## src/rtl/bp_dyn_pkg.sv

```systemverilog
// Shared types for the LC-3b dynamic branch predictor.
// Latency: n/a (types and helpers only).
// Backpressure: n/a.
package bp_dyn_pkg;

    // Branch class of the instruction resolving in MEM
    typedef enum logic [1:0] {
        BR_NONE   = 2'd0,
        BR_COND   = 2'd1,
        BR_UNCOND = 2'd2
    } lc3b_br_kind;

    // BTB half of a table entry; the direction counter lives in its own sat_ctr.
    // The tag field is sized for the smallest index width and zero-extended.
    typedef struct packed {
        logic        valid;
        logic        uncond;
        logic [14:0] tag;
        logic [15:0] target;
    } bp_entry_t;

    // Prediction fields carried down the pipe so MEM can detect a mispredict
    typedef struct packed {
        logic        predicted_branch;
        logic [15:0] predicted_target;
    } lc3b_control_word;

    // Fall-through address of a word-aligned instruction, wrapping at 2^16
    function automatic logic [15:0] pc_plus2(input logic [15:0] pc);
        return pc + 16'd2;
    endfunction

endpackage

```

## src/rtl/bp_dyn_if.sv

```systemverilog
// Fetch-side prediction and MEM-side resolution bundle for bp_dyn.
// Latency: wires only.
// Backpressure: none; every signal is sampled every cycle.
interface bp_dyn_if #(
    parameter int STAT_BITS = 16
);
    import bp_dyn_pkg::*;

    logic [15:0]          fetch_pc;
    logic                 pred_taken;
    logic [15:0]          pred_target;

    logic                 res_valid;
    lc3b_br_kind          res_kind;
    logic [15:0]          res_pc;
    logic                 res_taken;
    logic [15:0]          res_target;
    logic                 res_pred_taken;
    logic [15:0]          res_pred_target;

    logic                 flush;
    logic [15:0]          redirect_pc;
    logic [STAT_BITS-1:0] stat_branches;
    logic [STAT_BITS-1:0] stat_misses;

    // Pipeline side
    modport master (
        output fetch_pc, res_valid, res_kind, res_pc, res_taken, res_target,
               res_pred_taken, res_pred_target,
        input  pred_taken, pred_target, flush, redirect_pc,
               stat_branches, stat_misses
    );

    // Predictor side
    modport slave (
        input  fetch_pc, res_valid, res_kind, res_pc, res_taken, res_target,
               res_pred_taken, res_pred_target,
        output pred_taken, pred_target, flush, redirect_pc,
               stat_branches, stat_misses
    );

endinterface

```

## src/rtl/bp_dyn_sat_ctr.sv

```systemverilog
// Saturating up/down counter with parallel load and parametrised reset value.
// Latency: 1 cycle from inc/dec/load to cnt_o.
// Backpressure: none; inc at all-ones and dec at zero are ignored.
module sat_ctr #(
    parameter int           W       = 2,
    parameter logic [W-1:0] RST_VAL = '0
) (
    input  logic         clk,
    input  logic         rst_n,
    input  logic         inc_i,
    input  logic         dec_i,
    input  logic         load_i,
    input  logic [W-1:0] load_val_i,
    output logic [W-1:0] cnt_o
);

    localparam logic [W-1:0] CNT_MAX = '1;

    logic [W-1:0] cnt_q;
    logic [W-1:0] cnt_d;

    // Next count: load wins, then saturating increment, then saturating decrement
    always_comb begin
        cnt_d = cnt_q;
        if (load_i) begin
            cnt_d = load_val_i;
        end else if (inc_i && (cnt_q != CNT_MAX)) begin
            cnt_d = cnt_q + 1'b1;
        end else if (dec_i && (cnt_q != '0)) begin
            cnt_d = cnt_q - 1'b1;
        end
    end

    // Count register
    always_ff @(posedge clk or negedge rst_n) begin
        if (!rst_n) begin
            cnt_q <= RST_VAL;
        end else begin
            cnt_q <= cnt_d;
        end
    end

    assign cnt_o = cnt_q;

endmodule

```

## src/rtl/bp_dyn.sv

```systemverilog
// Direct-mapped counter table + tagged BTB predictor with MEM-stage training.
// Latency: prediction and flush/redirect are combinational; training lands next cycle.
// Backpressure: none; one fetch lookup and one resolution accepted every cycle.
module bp_dyn
    import bp_dyn_pkg::*;
#(
    parameter int IDX_BITS  = 4,
    parameter int CTR_BITS  = 2,
    parameter int STAT_BITS = 16
) (
    input  logic     clk,
    input  logic     rst_n,
    bp_dyn_if.slave  bp
);

    localparam int DEPTH = 1 << IDX_BITS;
    localparam logic [CTR_BITS-1:0] CTR_WT  = CTR_BITS'(1) << (CTR_BITS - 1);
    localparam logic [CTR_BITS-1:0] CTR_WNT = CTR_WT - 1'b1;

    // Bit 0 of an LC-3b PC is always zero, so the index starts at bit 1
    function automatic logic [IDX_BITS-1:0] idx_of(input logic [15:0] pc);
        return pc[IDX_BITS:1];
    endfunction

    function automatic logic [14:0] tag_of(input logic [15:0] pc);
        return {{IDX_BITS{1'b0}}, pc[15:IDX_BITS+1]};
    endfunction

    bp_entry_t           btb_q [DEPTH];
    bp_entry_t           btb_d [DEPTH];
    logic [CTR_BITS-1:0] ctr_w [DEPTH];

    // ---------------- prediction ----------------
    logic [IDX_BITS-1:0] f_idx;
    bp_entry_t           f_ent;
    logic [CTR_BITS-1:0] f_ctr;
    logic                f_hit;

    assign f_idx = idx_of(bp.fetch_pc);
    assign f_ent = btb_q[f_idx];
    assign f_ctr = ctr_w[f_idx];
    assign f_hit = f_ent.valid && (f_ent.tag == tag_of(bp.fetch_pc));

    // Unconditional entries always predict taken; conditional ones follow the counter MSB
    always_comb begin
        bp.pred_taken  = 1'b0;
        bp.pred_target = 16'h0000;
        if (rst_n && f_hit && (f_ent.uncond || f_ctr[CTR_BITS-1])) begin
            bp.pred_taken  = 1'b1;
            bp.pred_target = f_ent.target;
        end
    end

    // ---------------- resolution ----------------
    logic                res_act;
    logic                res_cond;
    logic                r_taken;
    logic [IDX_BITS-1:0] r_idx;
    logic [14:0]         r_tag;
    logic                r_hit;
    logic                mispredict;

    assign res_act  = rst_n && bp.res_valid && (bp.res_kind != BR_NONE);
    assign res_cond = res_act && (bp.res_kind == BR_COND);
    // Jumps, calls and traps are always taken even if the pipe says otherwise
    assign r_taken  = bp.res_taken || (bp.res_kind == BR_UNCOND);
    assign r_idx    = idx_of(bp.res_pc);
    assign r_tag    = tag_of(bp.res_pc);
    assign r_hit    = btb_q[r_idx].valid && (btb_q[r_idx].tag == r_tag);

    assign mispredict = res_act &&
                        ((r_taken != bp.res_pred_taken) ||
                         (r_taken && (bp.res_pred_target != bp.res_target)));

    // Flush steers fetch to the real target, or to the fall-through on a wrong taken guess
    always_comb begin
        bp.flush       = 1'b0;
        bp.redirect_pc = 16'h0000;
        if (mispredict) begin
            bp.flush       = 1'b1;
            bp.redirect_pc = r_taken ? bp.res_target : pc_plus2(bp.res_pc);
        end
    end

    // ---------------- training ----------------
    // Taken branches (re)allocate the BTB slot; not-taken conditionals leave it alone
    always_comb begin
        btb_d = btb_q;
        if (res_act && r_taken) begin
            btb_d[r_idx] = '{valid:  1'b1,
                             uncond: (bp.res_kind == BR_UNCOND),
                             tag:    r_tag,
                             target: bp.res_target};
        end
    end

    // BTB storage; valid clears on reset so no stale target can be predicted
    always_ff @(posedge clk or negedge rst_n) begin
        if (!rst_n) begin
            for (int i = 0; i < DEPTH; i++) begin
                btb_q[i] <= '0;
            end
        end else begin
            btb_q <= btb_d;
        end
    end

    // One direction counter per entry; a tag miss restarts it at the weak state
    // matching the observed outcome instead of inheriting another branch's history
    for (genvar i = 0; i < DEPTH; i++) begin : g_ctr
        logic sel;
        assign sel = res_cond && (r_idx == IDX_BITS'(i));

        sat_ctr #(
            .W       (CTR_BITS),
            .RST_VAL (CTR_WNT)
        ) u_ctr (
            .clk        (clk),
            .rst_n      (rst_n),
            .inc_i      (sel && r_hit && r_taken),
            .dec_i      (sel && r_hit && !r_taken),
            .load_i     (sel && !r_hit),
            .load_val_i (r_taken ? CTR_WT : CTR_WNT),
            .cnt_o      (ctr_w[i])
        );
    end

    // ---------------- statistics ----------------
    sat_ctr #(
        .W       (STAT_BITS),
        .RST_VAL ('0)
    ) u_stat_branches (
        .clk        (clk),
        .rst_n      (rst_n),
        .inc_i      (res_act),
        .dec_i      (1'b0),
        .load_i     (1'b0),
        .load_val_i ('0),
        .cnt_o      (bp.stat_branches)
    );

    sat_ctr #(
        .W       (STAT_BITS),
        .RST_VAL ('0)
    ) u_stat_misses (
        .clk        (clk),
        .rst_n      (rst_n),
        .inc_i      (mispredict),
        .dec_i      (1'b0),
        .load_i     (1'b0),
        .load_val_i ('0),
        .cnt_o      (bp.stat_misses)
    );

endmodule
```

## src/flat_wrapper.sv

```systemverilog
// flat-port wrapper written by rule: the top's interface ports become plain ports
module bp_dyn_flat import bp_dyn_pkg::*;
#(
    parameter int IDX_BITS  = 4,
    parameter int CTR_BITS  = 2,
    parameter int STAT_BITS = 16
)
  (clk, rst_n, bp_fetch_pc, bp_res_valid, bp_res_kind, bp_res_pc, bp_res_taken, bp_res_target, bp_res_pred_taken, bp_res_pred_target, bp_pred_taken, bp_pred_target, bp_flush, bp_redirect_pc, bp_stat_branches, bp_stat_misses);
  bp_dyn_if #(.STAT_BITS(STAT_BITS)) bp_i ();
  input  logic clk;
  input  logic rst_n;
  input wire logic [$bits(bp_i.fetch_pc)-1:0] bp_fetch_pc;
  input wire logic [$bits(bp_i.res_valid)-1:0] bp_res_valid;
  input wire logic [$bits(bp_i.res_kind)-1:0] bp_res_kind;
  input wire logic [$bits(bp_i.res_pc)-1:0] bp_res_pc;
  input wire logic [$bits(bp_i.res_taken)-1:0] bp_res_taken;
  input wire logic [$bits(bp_i.res_target)-1:0] bp_res_target;
  input wire logic [$bits(bp_i.res_pred_taken)-1:0] bp_res_pred_taken;
  input wire logic [$bits(bp_i.res_pred_target)-1:0] bp_res_pred_target;
  output wire logic [$bits(bp_i.pred_taken)-1:0] bp_pred_taken;
  output wire logic [$bits(bp_i.pred_target)-1:0] bp_pred_target;
  output wire logic [$bits(bp_i.flush)-1:0] bp_flush;
  output wire logic [$bits(bp_i.redirect_pc)-1:0] bp_redirect_pc;
  output wire logic [$bits(bp_i.stat_branches)-1:0] bp_stat_branches;
  output wire logic [$bits(bp_i.stat_misses)-1:0] bp_stat_misses;
  assign bp_i.fetch_pc = bp_fetch_pc;
  assign bp_i.res_valid = bp_res_valid;
  assign bp_i.res_kind = bp_res_kind;
  assign bp_i.res_pc = bp_res_pc;
  assign bp_i.res_taken = bp_res_taken;
  assign bp_i.res_target = bp_res_target;
  assign bp_i.res_pred_taken = bp_res_pred_taken;
  assign bp_i.res_pred_target = bp_res_pred_target;
  assign bp_pred_taken = bp_i.pred_taken;
  assign bp_pred_target = bp_i.pred_target;
  assign bp_flush = bp_i.flush;
  assign bp_redirect_pc = bp_i.redirect_pc;
  assign bp_stat_branches = bp_i.stat_branches;
  assign bp_stat_misses = bp_i.stat_misses;
  bp_dyn #(.IDX_BITS(IDX_BITS), .CTR_BITS(CTR_BITS), .STAT_BITS(STAT_BITS)) u_core (.clk(clk), .rst_n(rst_n), .bp(bp_i));
endmodule
```

## config.mk

```make
export PLATFORM = sky130hd
export DESIGN_NAME = bp_dyn_flat
export DESIGN_NICKNAME = d
export VERILOG_FILES = /design/src/rtl/bp_dyn_pkg.sv /design/src/rtl/bp_dyn_if.sv /design/src/rtl/bp_dyn_sat_ctr.sv /design/src/rtl/bp_dyn.sv /design/src/flat_wrapper.sv
export SDC_FILE = /design/constraint.sdc
export NUM_CORES = 1
export LEC_CHECK = 0
export BUFFER_PORTS_ARGS = -buffer_cell sky130_fd_sc_hd__buf_2
export CAP_MARGIN = 15
export CORE_ASPECT_RATIO = 1.75
export CORE_MARGIN = 2
export CORE_UTILIZATION = 58
export CTS_BUF_LIST = sky130_fd_sc_hd__clkbuf_8
export DETAILED_ROUTE_END_ITERATION = 8
export PLACE_DENSITY = 0.84
export SYNTH_ARGS = -nofsm -noshare
export SYNTH_HDL_FRONTEND = slang
export SYNTH_HIERARCHICAL = 1
export SYNTH_SLANG_ARGS = --single-unit
export TNS_END_PERCENT = 1
```

## constraint.sdc

```tcl
create_clock -name clk -period 3.08 [get_ports clk]
set_clock_uncertainty 0.05 [all_clocks]
set_input_delay 0.308 -clock clk [delete_from_list [all_inputs] [get_ports clk]]
set_output_delay 0.308 -clock clk [all_outputs]
set_load 0.05 [all_outputs]
```

Word-level counts from Yosys, hierarchy flattened
Index checks and enable logic that the tools add are counted.
{"block": "word_totals", "register_bits": 592, "in_bits": 71, "output_inout_bits": 66, "word_cells": 391}
{"block": "classes", "addsub": 35, "magnitude_cmp": 3, "eq_ne": 39, "n_mux": 66, "bitwise_logic": 2, "n_reduce_logical": 164}
{"cell": "528-bit bitwise mux", "count": 1}
{"cell": "33-bit binary-select mux with 4-bit select", "count": 2}
{"cell": "33-bit 2-to-1 mux", "count": 5}
{"cell": "33-bit demux with 4-bit select", "count": 1}
{"cell": "1-bit logical AND", "count": 125}
{"cell": "2-bit 2-to-1 mux", "count": 51}
{"cell": "16-bit 2-to-1 mux", "count": 3}
{"cell": "3-bit nonzero test", "count": 16}
{"cell": "2-bit nonzero test", "count": 17}
{"cell": "16-bit by 1-bit adder with 16-bit output (second input constant)", "count": 2}
{"cell": "2-bit by 1-bit adder with 2-bit output (second input constant)", "count": 16}
{"cell": "4-bit equality test (second input constant)", "count": 8}
{"cell": "16-bit != test (second input constant)", "count": 2}
{"cell": "2-bit != test (second input constant)", "count": 16}
{"cell": "2-bit by 1-bit subtractor with 2-bit output (second input constant)", "count": 16}
{"cell": "15-bit by 11-bit equality test with 1-bit output", "count": 2}
{"cell": "16-bit by 2-bit adder with 16-bit output (second input constant)", "count": 1}
{"cell": "4-bit by 3-bit equality test with 1-bit output (second input constant)", "count": 4}
{"cell": "16-bit != test", "count": 1}
{"cell": "5-bit >= comparator (second input constant)", "count": 2}
{"cell": "4-bit inverter with 5-bit output", "count": 2}
{"cell": "2-bit binary-select mux with 4-bit select", "count": 1}
{"cell": "4-bit by 2-bit equality test with 1-bit output (second input constant)", "count": 2}
{"cell": "5-bit by 1-bit less-than comparator with 1-bit output (second input constant)", "count": 1}
{"cell": "other kinds (8)", "count": 12}

Longest topological paths before layout
Gate-level depths: netlist of run 1.
{"block": "logic_depth", "ltp_word": 12, "depth_mapped": 17, "mapped_depth_nobuf": 15}

Hierarchy
The synthesis of run 1 kept the hierarchy.
{"module": "bp_dyn", "instances": 1, "cells_per_inst": 1798, "area_per_inst_um2": 23894.2, "seq_area_each_um2": 11611.1}
{"module": "sat_ctr (u_core.g_ctr[0].u_ctr ...)", "instances": 16, "cells_per_inst": 12, "area_per_inst_um2": 118.9, "seq_area_each_um2": 51.3}
{"module": "sat_ctr (u_core.u_stat_misses)", "instances": 1, "cells_per_inst": 191, "area_per_inst_um2": 1699.1, "seq_area_each_um2": 400.4}
{"module": "sat_ctr (u_core.u_stat_branches)", "instances": 1, "cells_per_inst": 191, "area_per_inst_um2": 1686.6, "seq_area_each_um2": 400.4}

Worst setup path before layout of run 1
Ideal clock, no wire load.
{"block": "synth_path", "path_type": "input to register", "start": "input port bp_res_kind[0]", "end": "register u_core.u_stat_misses.cnt_q[12], in the netlist u_core/u_stat_misses/cnt_o[12]", "setup_time_ps": 134, "t_arrival_ps": 4048, "required_time_ps": 2896, "setup_slack_ps": -1152, "path_stages": 15, "n_path_buf": 2, "cell_sequence": "nand2b_1 -> nor2b_1 -> clkbuf_1 -> inv_1 -> o211ai_1 -> clkbuf_1 -> inv_1 -> o41ai_4 -> ha_1 -> a21o_1 -> a21oi_1 -> a21oi_1 -> or2_2 -> a311oi_1 -> a211oi_2"}
{"block": "synth_via", "elab_chain_len": 6, "elab_cells_between_ends": 9, "cone_classes": "eq/ne: 2; reduce/logical: 7"}
{"element": "from (decl)", "line": "flat_wrapper.sv:14", "rtl": "input wire logic [$bits(bp_i.res_kind)-1:0] bp_res_kind;"}
{"element": "2-bit equality test", "line": "bp_dyn.sv:66", "rtl": "assign r_taken = bp.res_taken || (bp.res_kind == BR_UNCOND);"}
{"element": "1-bit logical OR", "line": "bp_dyn.sv:66"}
{"element": "1-bit != test / 1-bit logical AND (equally long branches)", "line": "bp_dyn.sv:72, bp_dyn.sv:73"}
{"element": "1-bit logical OR", "line": "bp_dyn.sv:72", "rtl": "((r_taken != bp.res_pred_taken) ||"}
{"element": "1-bit logical AND *", "line": "bp_dyn.sv:71", "rtl": "assign mispredict = res_act &&"}
{"element": "1-bit logical AND *", "line": "bp_dyn_sat_ctr.sv:27", "rtl": "end else if (inc_i && (cnt_q != CNT_MAX)) begin"}
{"element": "to (signal assigned)", "line": "bp_dyn_sat_ctr.sv:39", "rtl": "cnt_q <= cnt_d;"}
{"element": "to (decl)", "line": "bp_dyn_sat_ctr.sv:19", "rtl": "logic [W-1:0] cnt_q;"}
Every way passes the cells marked *; elsewhere a longest branch is shown, timed or not.
A chain may end at the register's enable or synchronous reset.

Final worst setup path of run 1
{"block": "layout_path", "start": "register u_core/btb_q[313] in the netlist's numbering", "end": "output port bp_pred_target[14]"}
{"block": "layout_via", "elab_chain_len": 8}
{"element": "from (decl)", "line": "bp_dyn.sv:29", "rtl": "bp_entry_t btb_q [DEPTH];"}
{"element": "from (signal assigned)", "line": "bp_dyn.sv:104", "rtl": "btb_q <= btb_d;"}
{"element": "33-bit binary-select mux with 4-bit select", "line": "bp_dyn.sv:40", "rtl": "assign f_ent = btb_q[f_idx];"}
{"element": "33-bit 2-to-1 mux (implied by the code) (2 in a row)", "line": "bp_dyn.sv:40"}
{"element": "15-bit by 11-bit equality test with 1-bit output", "line": "bp_dyn.sv:42", "rtl": "assign f_hit = f_ent.valid && (f_ent.tag == tag_of(bp.fetch_pc));"}
{"element": "1-bit logical AND", "line": "bp_dyn.sv:42"}
{"element": "1-bit logical AND (2 in a row)", "line": "bp_dyn.sv:48", "rtl": "if (rst_n && f_hit && (f_ent.uncond || f_ctr[CTR_BITS-1])) begin"}
{"element": "16-bit 2-to-1 mux", "line": "bp_dyn.sv:48"}
{"element": "to (decl)", "line": "flat_wrapper.sv:21", "rtl": "output wire logic [$bits(bp_i.pred_target)-1:0] bp_pred_target;"}
No other way between the ends. The select of a mux whose other input is x is not followed.

==> out/qor.yml, run 1 <==
detailed_routing:
  vias: 23000
  drc: 0
  wirelength_mm: 92.8
  drt-pass1-iter-count: 6
  drt_iter0_markers: 2072
  ant_nets: 0
  vias_per_cell: 6.57
  routedWlPerCell_um: 26.5
yosys:
  async_reset_ff_share_pct: 100
  synthCells: 2372
  ys_types: 78
  synth_xor_area_share_pct: 2.16
  yosys_warnings: 6
  synthMuxAreaShare_pct: 28.4
  ys_top_cells_by_area: "dfrtp_1 (44%), mux4_2 (13%), mux2_2 (11%)"
  synth_edf_count: 0
  syn_area_um2: 29200
  synth_top_family_by_area: "multiplexers"
  yosysTopAreaCellShare_pct: 43.9
  synth_common_cells: "dfrtp_1 (512), mux2_2 (298), nand2_1 (196), mux4_2 (174)"
  synth-seq-cells: 528
  yosysSeqAreaShare_pct: 45.3
  syn_avg_cell_area_um2: 12.3
  ys.flop_type: "dfrtp_1"
  synth_area_leader_cell: "dfrtp_1"
  synth_compound_area_share_pct: 9.90
  synthSimpleGateAreaFrac_pct: 9.18
  yosysMostFrequentCell: "dfrtp_1"
  synth_fa_ha_area_share_pct: 1.68
global_route:
  grt_max_degree: 196
  grt_antenna_before_repair: 4
  grt_pass1_wl_mm: 143
  grt_usage_pct: 35.9
  first_global_vias: 25300
  grt_overflow: 0
power:
  power_density_nw_per_um2: 561
  power_w: 0.0199
  ir_worst_vdd_uv: 351
  leakage_nw: 16.2
worst_setup_path:
  end_kind: "primary output"
  r2r_start: "u_core/btb_q[512]"
  worstRegToRegCells: 13
  crit_fanout: 8
  cpPeakStageDelay_ns: 0.53
  crit_chain: "mux4_2, mux4_2, xor2_2, nor3_1, buf_4, nand4_1, buf_6, buf_16, nor2b_4, buf_6"
  reg2reg_slack_ns: -0.31
  reg2reg_to: "u_core/g_ctr[0].u_ctr/cnt_o[0]"
  critPathKind: "flop to primary output"
  worst-endpoint-required_ns: 2.72
  critical_path_arrival_ns: 3.38
  slowest_stage: "mux4_2"
  start_kind: "flop"
timing:
  holdWs_ns: 0.0598
  period_minus_slack_ns: 3.74
  period_share_pct: 121
  slew_headroom_pct: 24.1
  fmax_mhz: 267
  setup_viol: 71
  rsz0062_at_grt: "yes"
  worst_pin_slew_ns: 1.14
  layout_setup_ws_ns: -0.661
  slew_viol_final: 0
  final-hold-violation-count: 0
layout:
  utilization_pct: 71.5
  fin_nets: 2895
  stdcell_count: 3506
  fill_cells: 3190
  drive_gt1_share_pct: 45.1
  fin_area_um2: 35500
  syn2layout_area_growth_pct: 21.5
placement:
  placed_area_um2: 33000
  dp_cells: 3355
  hpwl_mm: 61.9
  place_congestion: 0.978
  io_buffer_count: 135
floorplanning:
  fp.dieArea_um2: 52200
  die_w_um: 174
  ios: 137
  start_util_pct: 58.8
  fp.coreArea_um2: 49600
  die_height_um: 301
  std_cell_rows: 108
worst_hold_path:
  worstHoldPathType: "input port to flop"
  hold_end: "u_core/btb_q[304]"
  min_from: "bp_res_target[7]"
  whs_path_depth: 2
clock_network:
  path_clk_slew_ns: 0.07
  root_buffer: "clkbuf_8"
  htreeDepth: 3
  numCtsBuffers: 78
  clk_latency_ns: 0.70
  cts_tree: "built"
  cts_buffer_depth: 3
  clock_sinks: 528
run:
  cap_violations: 0
outcome:
  violations: "negative setup slack"
  status: "finished, violations left"
-- placed cells by master (no fill, tap or decap), drive strengths merged, types with 43 or more instances in the layout --
master,n
nand2b,46
dfrtp,512
mux2i,44
nor3,55
clkbuf,102
a211oi,44
buf,484
xnor2,47
mux4,174
nor2b,43
o21ai,160
nand2,198
nor2,78
a21oi,59
mux2,348
-- flip-flops by register name, indices dropped and copies added (netlist names) --
| name | cells |
|---|---|
| u_core/btb_q | 464 |
| u_core/g_ctr.u_ctr/cnt_o | 32 |
| u_core/u_stat_branches/cnt_o | 16 |
| u_core/u_stat_misses/cnt_o | 16 |
-- kinds of logic after synthesis --
| family | after synthesis |
|---|---|
| compound gates | 413 |
| fa+ha+maj | 38 |
| buf+inv | 222 |
| xor+xnor | 72 |
| simple gates | 532 |
| flops | 528 |
| other cells | 1 |
| mux | 566 |
-- what timing repair did --
item	in CTS	in global routing
gates resized for setup	91	67
gates cloned	1	0
pin swaps	18	21
hold buffers	2	0
hold endpoints to repair	42	0
endpoints found under the setup margin	70	151
setup buffers	5	3
-- where the power goes --
part           total, W  internal (W)  leakage, nW  switching [W]
registers       0.00852       0.00787         6.94       0.000644
logic           0.00505       0.00244         8.37        0.00260
clock network   0.00634       0.00340        0.927        0.00294
-- worst max-delay path: cells and delay by family, from the launching register on --
family	cells	cell delay, ns
simple gates	3	0.39
flops	1	0.41
buf+inv	4	0.66
xor+xnor	1	0.19
mux	2	1.03
-- through the flow --
stage	setup TNS (ns)	setup WS, ns
2_1_floorplan	-26.88	-0.608
3_3_place_gp	-29.25	-0.557
3_5_place_dp	-33.55	-0.652
4_1_cts	-21.79	-0.676
5_1_grt	-27.28	-0.680
6_report	-19.37	-0.661
-- how the worst max path moves through the flow --
stage,startpoint,end,cells after the start
3_5_place_dp,bp_res_pc[1],u_core/g_ctr[3].u_ctr/cnt_o[1],14
5_1_grt,u_core/btb_q[115],bp_pred_target[14],10
6_report,u_core/btb_q[313],bp_pred_target[14],10
4_1_cts,u_core/btb_q[115],bp_pred_target[6],10
2_1_floorplan,bp_res_kind[0],u_core/u_stat_misses/cnt_o[15],15
3_3_place_gp,bp_res_kind[1],u_core/u_stat_misses/cnt_o[12],13
-- routing by layer --
metal | GRT usage, % | wire, um
met3 | 7.29 | 7130
met2 | 60.6 | 46800
met5 | 0 | 25
met4 | 27.8 | 7850
met1 | 40.0 | 31000
-- layout make-up --
cell class              instances  area (um^2)  share of cell area, %
clock inverters                37          334                  0.942
clock buffers                 101         1390                   3.92
inverters                      32          126                  0.356
multi-input cells            1659        15700                   44.4
repair buffers                487         3810                   10.7
flip-flops and latches        528        13200                   37.3
well taps                     660          826                   2.33
diodes                          2         5.00                 0.0141
Power figures use the tool's default switching activity.
==> run 2, diff against run 1 <==
- CAP_MARGIN: 15 -> default
- CORE_UTILIZATION: 58 -> 56
- CTS_BUF_LIST: sky130_fd_sc_hd__clkbuf_8 -> default
- PLACE_DENSITY: 0.84 -> 0.82
==> run 2 against run 1 <==
Against the previous run: the flow still finishes with violations (negative setup slack); clock-buffer cell count decreased by 35; sequential power fell by 0.5%; routed wire length fell by 1.4%; via count is 2.3% lower; maximum frequency increased by 2.4%; design area decreased by 0.91%; clock power barely moved.
==> out/qor.yml, run 2 (synthesized netlist as in run 1, its figures left out) <==
layout:
  fin_area_um2: 35100
  largest_register: "u_core/btb_q"
  utilization_pct: 68.2
  fin_nets: 2858
  stdcell_count: 3461
  largest_register_ffs: 464
  layout_common_cells: "dfrtp_1 (512), buf_4 (319), mux2_2 (297)"
  fill_cells: 3557
  drive_gt1_share_pct: 43.1
  layout_commonest_cell: "dfrtp_1"
  syn2layout_area_growth_pct: 20.4
worst_setup_path:
  worst-endpoint-required_ns: 2.72
  timing.critical_path.buf_inv: 3
  r2r_start: "u_core/u_stat_misses/cnt_o[9]"
  crit_fanout: 17
  start_kind: "flop"
  critical_path_arrival_ns: 3.30
  critPathTopFamily: "multiplexers"
  crit_chain: "buf_4, mux4_2, mux2i_1, xor2_1, nand3_2, a22oi_2, nand4_1, buf_12, nor2b_1, buf_6"
  critPathKind: "flop to primary output"
  reg2reg_slack_ns: -0.39
  worstSetupStartpoint: "u_core/btb_q[153]"
  cpPeakStageDelay_ns: 0.44
  end_kind: "primary output"
  slowest_stage: "mux4_2"
global_route:
  grt_pass1_wl_mm: 140
  grt_antenna_before_repair: 3
  grt.busiest_layer: "met2"
  met1_usage_pct: 40.0
  first_global_vias: 24100
  grt_overflow: 0
  grt_use_met3_pct: 5.11
  use_met2_pct: 58.6
  grt_max_degree: 187
  grt_usage_pct: 34.3
detailed_routing:
  wirelength_mm: 91.5
  vias: 22500
  drc: 0
  vias_per_cell: 6.50
  routedWlPerCell_um: 26.4
  ant_nets: 0
  drt-pass1-iter-count: 5
  drt_iter0_markers: 2223
timing:
  worst_pin_slew_ns: 1.07
  layout_setup_ws_ns: -0.574
  slew_headroom_pct: 28.9
  period_minus_slack_ns: 3.65
  rsz0062_at_grt: "yes"
  fmax_mhz: 274
  period_share_pct: 119
  final-hold-violation-count: 0
  slew_viol_final: 0
  setup_viol: 66
power:
  ir_worst_vdd_uv: 519
  power_density_nw_per_um2: 565
  power_w: 0.0198
  leakage_nw: 16.0
run:
  cap_violations: 0
floorplanning:
  start_util_pct: 56.7
  die_w_um: 177
  die_height_um: 306
  ios: 137
  std_cell_rows: 110
  fp.dieArea_um2: 54000
  fp.coreArea_um2: 51500
placement:
  placed_area_um2: 33100
  io_buffer_count: 135
  hpwl_mm: 63.1
  dp_cells: 3370
  place_congestion: 0.973
  dp_slack_ns: -0.722
clock_network:
  cts_tree: "built"
  clock_sinks: 528
  htreeDepth: 2
  cts_buffer_depth: 3
  path_clk_slew_ns: 0.07
  root_buffer: "clkbuf_16"
  numCtsBuffers: 48
  clk_latency_ns: 0.59
worst_hold_path:
  min_from: "bp_res_target[6]"
  worstHoldPathType: "input port to flop"
outcome:
  status: "finished, violations left"
  violations: "negative setup slack"
## run 2: per-layer routing
layer	vias up	part of all wire, %	routed length [um]
met3	417	7.4	6730
li1	9520	-	-
met5	-	0.014	13
met1	11300	34	31300
met2	1228	51	46300
met4	2	7.9	7210
## run 2: worst paths after layout
kind                                              endpoint  cells after the start
setup / recovery                        bp_pred_target[11]                     10
hold / removal                           u_core/btb_q[435]                      2
setup reg to reg            u_core/u_stat_misses/cnt_o[15]                     10
hold reg to reg                          u_core/btb_q[112]                      1
max in group asynchronous                 u_core/btb_q[75]                      6
min in group asynchronous  u_core/g_ctr[12].u_ctr/cnt_o[1]                      4
## run 2: power by group
group	internal, W	leakage, nW	total (W)	switching, W
logic	0.00243	8.27	0.00498	0.00256
registers	0.00787	6.94	0.00848	0.000610
clock network	0.00363	0.814	0.00637	0.00274
## run 2: final cells by class
type	count	area, um^2	share of cell area [%]
antenna	2	5.00	0.0142
clock buffer	66	1370	3.90
clock inverter	22	290	0.826
inverter	32	126	0.360
multi-input combinational	1659	15500	44.1
sequential	528	13200	37.7
tap	672	841	2.39
timing repair buffer	480	3760	10.7
## run 2: what timing repair did
action	4_1_cts	5_1_grt
pin swaps	15	12
endpoints found under the hold margin	23	0
setup buffers	0	0
endpoints found under the setup margin	71	260
resized for setup	80	21
hold buffers	1	0
## run 2: worst reg2reg max path, stage by stage, from the launching register on
cell and delay [ns]:
dfrtp_1 0.38, nand4_1 0.20, o41ai_4 1.00, ha_1 0.43, a21o_1 0.24, a211oi_4 0.34
a21oi_2 0.10, buf_4 0.16, a22oi_2 0.17, a21oi_1 0.09, a311oi_1 0.22
## run 2: through the flow
step	setup TNS (ns)	hold WS, ns
after floorplan	-26.88	-0.0376
after global placement	-27.52	0.406
after detailed placement	-32.04	0.420
after CTS	-17.49	0.130
after global routing	-29.23	0.143
final	-20.39	0.150
==> run 3, diff against run 2 <==
- PLACE_DENSITY: 0.82 -> 0.86
==> run 3 against run 2 <==
Against the previous run: global-route usage up 0.51 points; sequential share of layout area down 0.32 points; flip-flop and latch count unchanged; register-to-register slack better by 0.13 ns; clock power about the same; critical path depth down 1; maximum frequency up 0.49%; via count up 2.8%; sequential power about the same; the run still ends with negative setup slack left; utilization up 0.59 points; routed wire length up 1.6%.
==> out/qor.yml, run 3 (synthesized netlist as in run 1, its figures left out) <==
outcome:
  status: "finished, violations left"
  violations: "negative setup slack"
placement:
  place_congestion: 1.01
  dp_slack_ns: -0.794
  dp_cells: 3376
  io_buffer_count: 135
  hpwl_mm: 61.8
layout:
  layout_commonest_cell: "dfrtp_1"
  stdcell_count: 3469
  largest_register: "u_core/btb_q"
  fin_nets: 2866
  syn2layout_area_growth_pct: 21.4
  utilization_pct: 68.8
  layout_common_cells: "dfrtp_1 (512), buf_4 (326), mux2_2 (298)"
  drive_gt1_share_pct: 44.2
  largest_register_ffs: 464
clock_network:
  clock_sinks: 528
  htreeDepth: 2
  root_buffer: "clkbuf_16"
  numCtsBuffers: 47
  cts_tree: "built"
  path_clk_slew_ns: 0.07
  clk_latency_ns: 0.59
  cts_buffer_depth: 3
worst_setup_path:
  reg2reg_slack_ns: -0.26
  end_kind: "primary output"
  crit_fanout: 6
  reg2reg_to: "u_core/g_ctr[12].u_ctr/cnt_o[1]"
  critical_path_arrival_ns: 3.28
  r2r_start: "u_core/btb_q[248]"
  worstRegToRegCells: 12
  worstSetupStartpoint: "u_core/btb_q[16]"
  start_kind: "flop"
  worst-endpoint-required_ns: 2.72
  critPathKind: "flop to primary output"
timing:
  tns_ns: -15.48
  layout_setup_ws_ns: -0.556
  rsz0062_at_grt: "yes"
  period_share_pct: 118
  worst_pin_slew_ns: 1.21
  slew_headroom_pct: 19.0
  final-hold-violation-count: 0
  slew_viol_final: 0
  setup_viol: 63
  fmax_mhz: 275
  period_minus_slack_ns: 3.64
detailed_routing:
  wirelength_mm: 93.0
  ant_nets: 0
  drc: 0
  vias_per_cell: 6.67
  drt_iter0_markers: 2431
  routedWlPerCell_um: 26.8
  vias: 23100
  drt-pass1-iter-count: 6
power:
  leakage_nw: 16.1
  ir_worst_vdd_uv: 472
  power_density_nw_per_um2: 565
worst_hold_path:
  worstHoldPathType: "input port to async pin"
floorplanning:
  start_util_pct: 56.7
  die_height_um: 306
  ios: 137
  fp.dieArea_um2: 54000
  die_w_um: 177
  std_cell_rows: 110
  fp.coreArea_um2: 51500
global_route:
  grt_max_degree: 171
  first_global_vias: 25000
  grt_antenna_before_repair: 2
  grt_overflow: 0
  grt_usage_pct: 34.8
  grt_pass1_wl_mm: 144
run:
  cap_violations: 0
==> run 3: worst max-delay path by stage <==
stage                                     end  slack (ns)  cells after the start
2_1_floorplan  u_core/u_stat_misses/cnt_o[15]       -0.61                     15
3_3_place_gp   u_core/u_stat_misses/cnt_o[13]       -0.69                     19
3_5_place_dp   u_core/u_stat_misses/cnt_o[13]       -0.79                     19
4_1_cts                     bp_pred_target[5]       -0.59                      9
5_1_grt                     bp_pred_target[0]       -0.64                     11
6_report                    bp_pred_target[3]       -0.56                      9
==> run 3: final cells by class <==
cell class | count | area (um^2)
diodes | 1 | 2.50
clock buffers | 65 | 1380
clock inverters | 23 | 294
fillers | 3321 | 16000
inverters | 32 | 129
multi-input cells | 1659 | 15700
flip-flops and latches | 528 | 13200
well taps | 672 | 841
repair buffers | 489 | 3850
==> run 3: through the flow <==
step / total power (W) / cell area (um^2) / hold WS (ns)
floorplan: 0.0115 / 29400 / -0.0376
global placement: 0.0131 / 33100 / 0.299
detailed placement: 0.0134 / 33100 / 0.302
CTS: 0.0199 / 35200 / 0.0721
global route: 0.0207 / 35400 / 0.121
finish: 0.0200 / 35400 / 0.0320
==> run 3: critical path: stages, from the launching register on <==
cell and delay, ns:
dfrtp_1 0.39, mux4_2 0.48, mux4_2 0.53, xor2_2 0.19, nor3_2 0.26, nand4_1 0.18
buf_6 0.20, buf_12 0.16, nor2b_4 0.13, buf_12 0.14
==> run 3: routing by layer <==
metal / share of wire (%) / global-route usage, % / vias to the layer above / wire (um)
li1: - / - / 9542 / -
met1: 34 / 39.2 / 11600 / 31200
met2: 49 / 57.2 / 1462 / 45200
met3: 8.9 / 7.64 / 540 / 8250
met4: 9.0 / 27.0 / 2 / 8370
met5: 0.014 / 0 / - / 13
==> run 3: power breakdown <==
part | internal, W | switching (W)
Sequential | 0.00787 | 0.000629
Clock | 0.00359 | 0.00281
Combinational | 0.00248 | 0.00264
==> run 3: timing repair <==
item / CTS / global route
hold buffers: 2 / 0
resized for setup: 97 / 49
setup endpoints to repair: 71 / 75
setup buffers: 1 / 0
pin swaps: 15 / 11
cloned: 1 / 0
hold endpoints to repair: 19 / 0
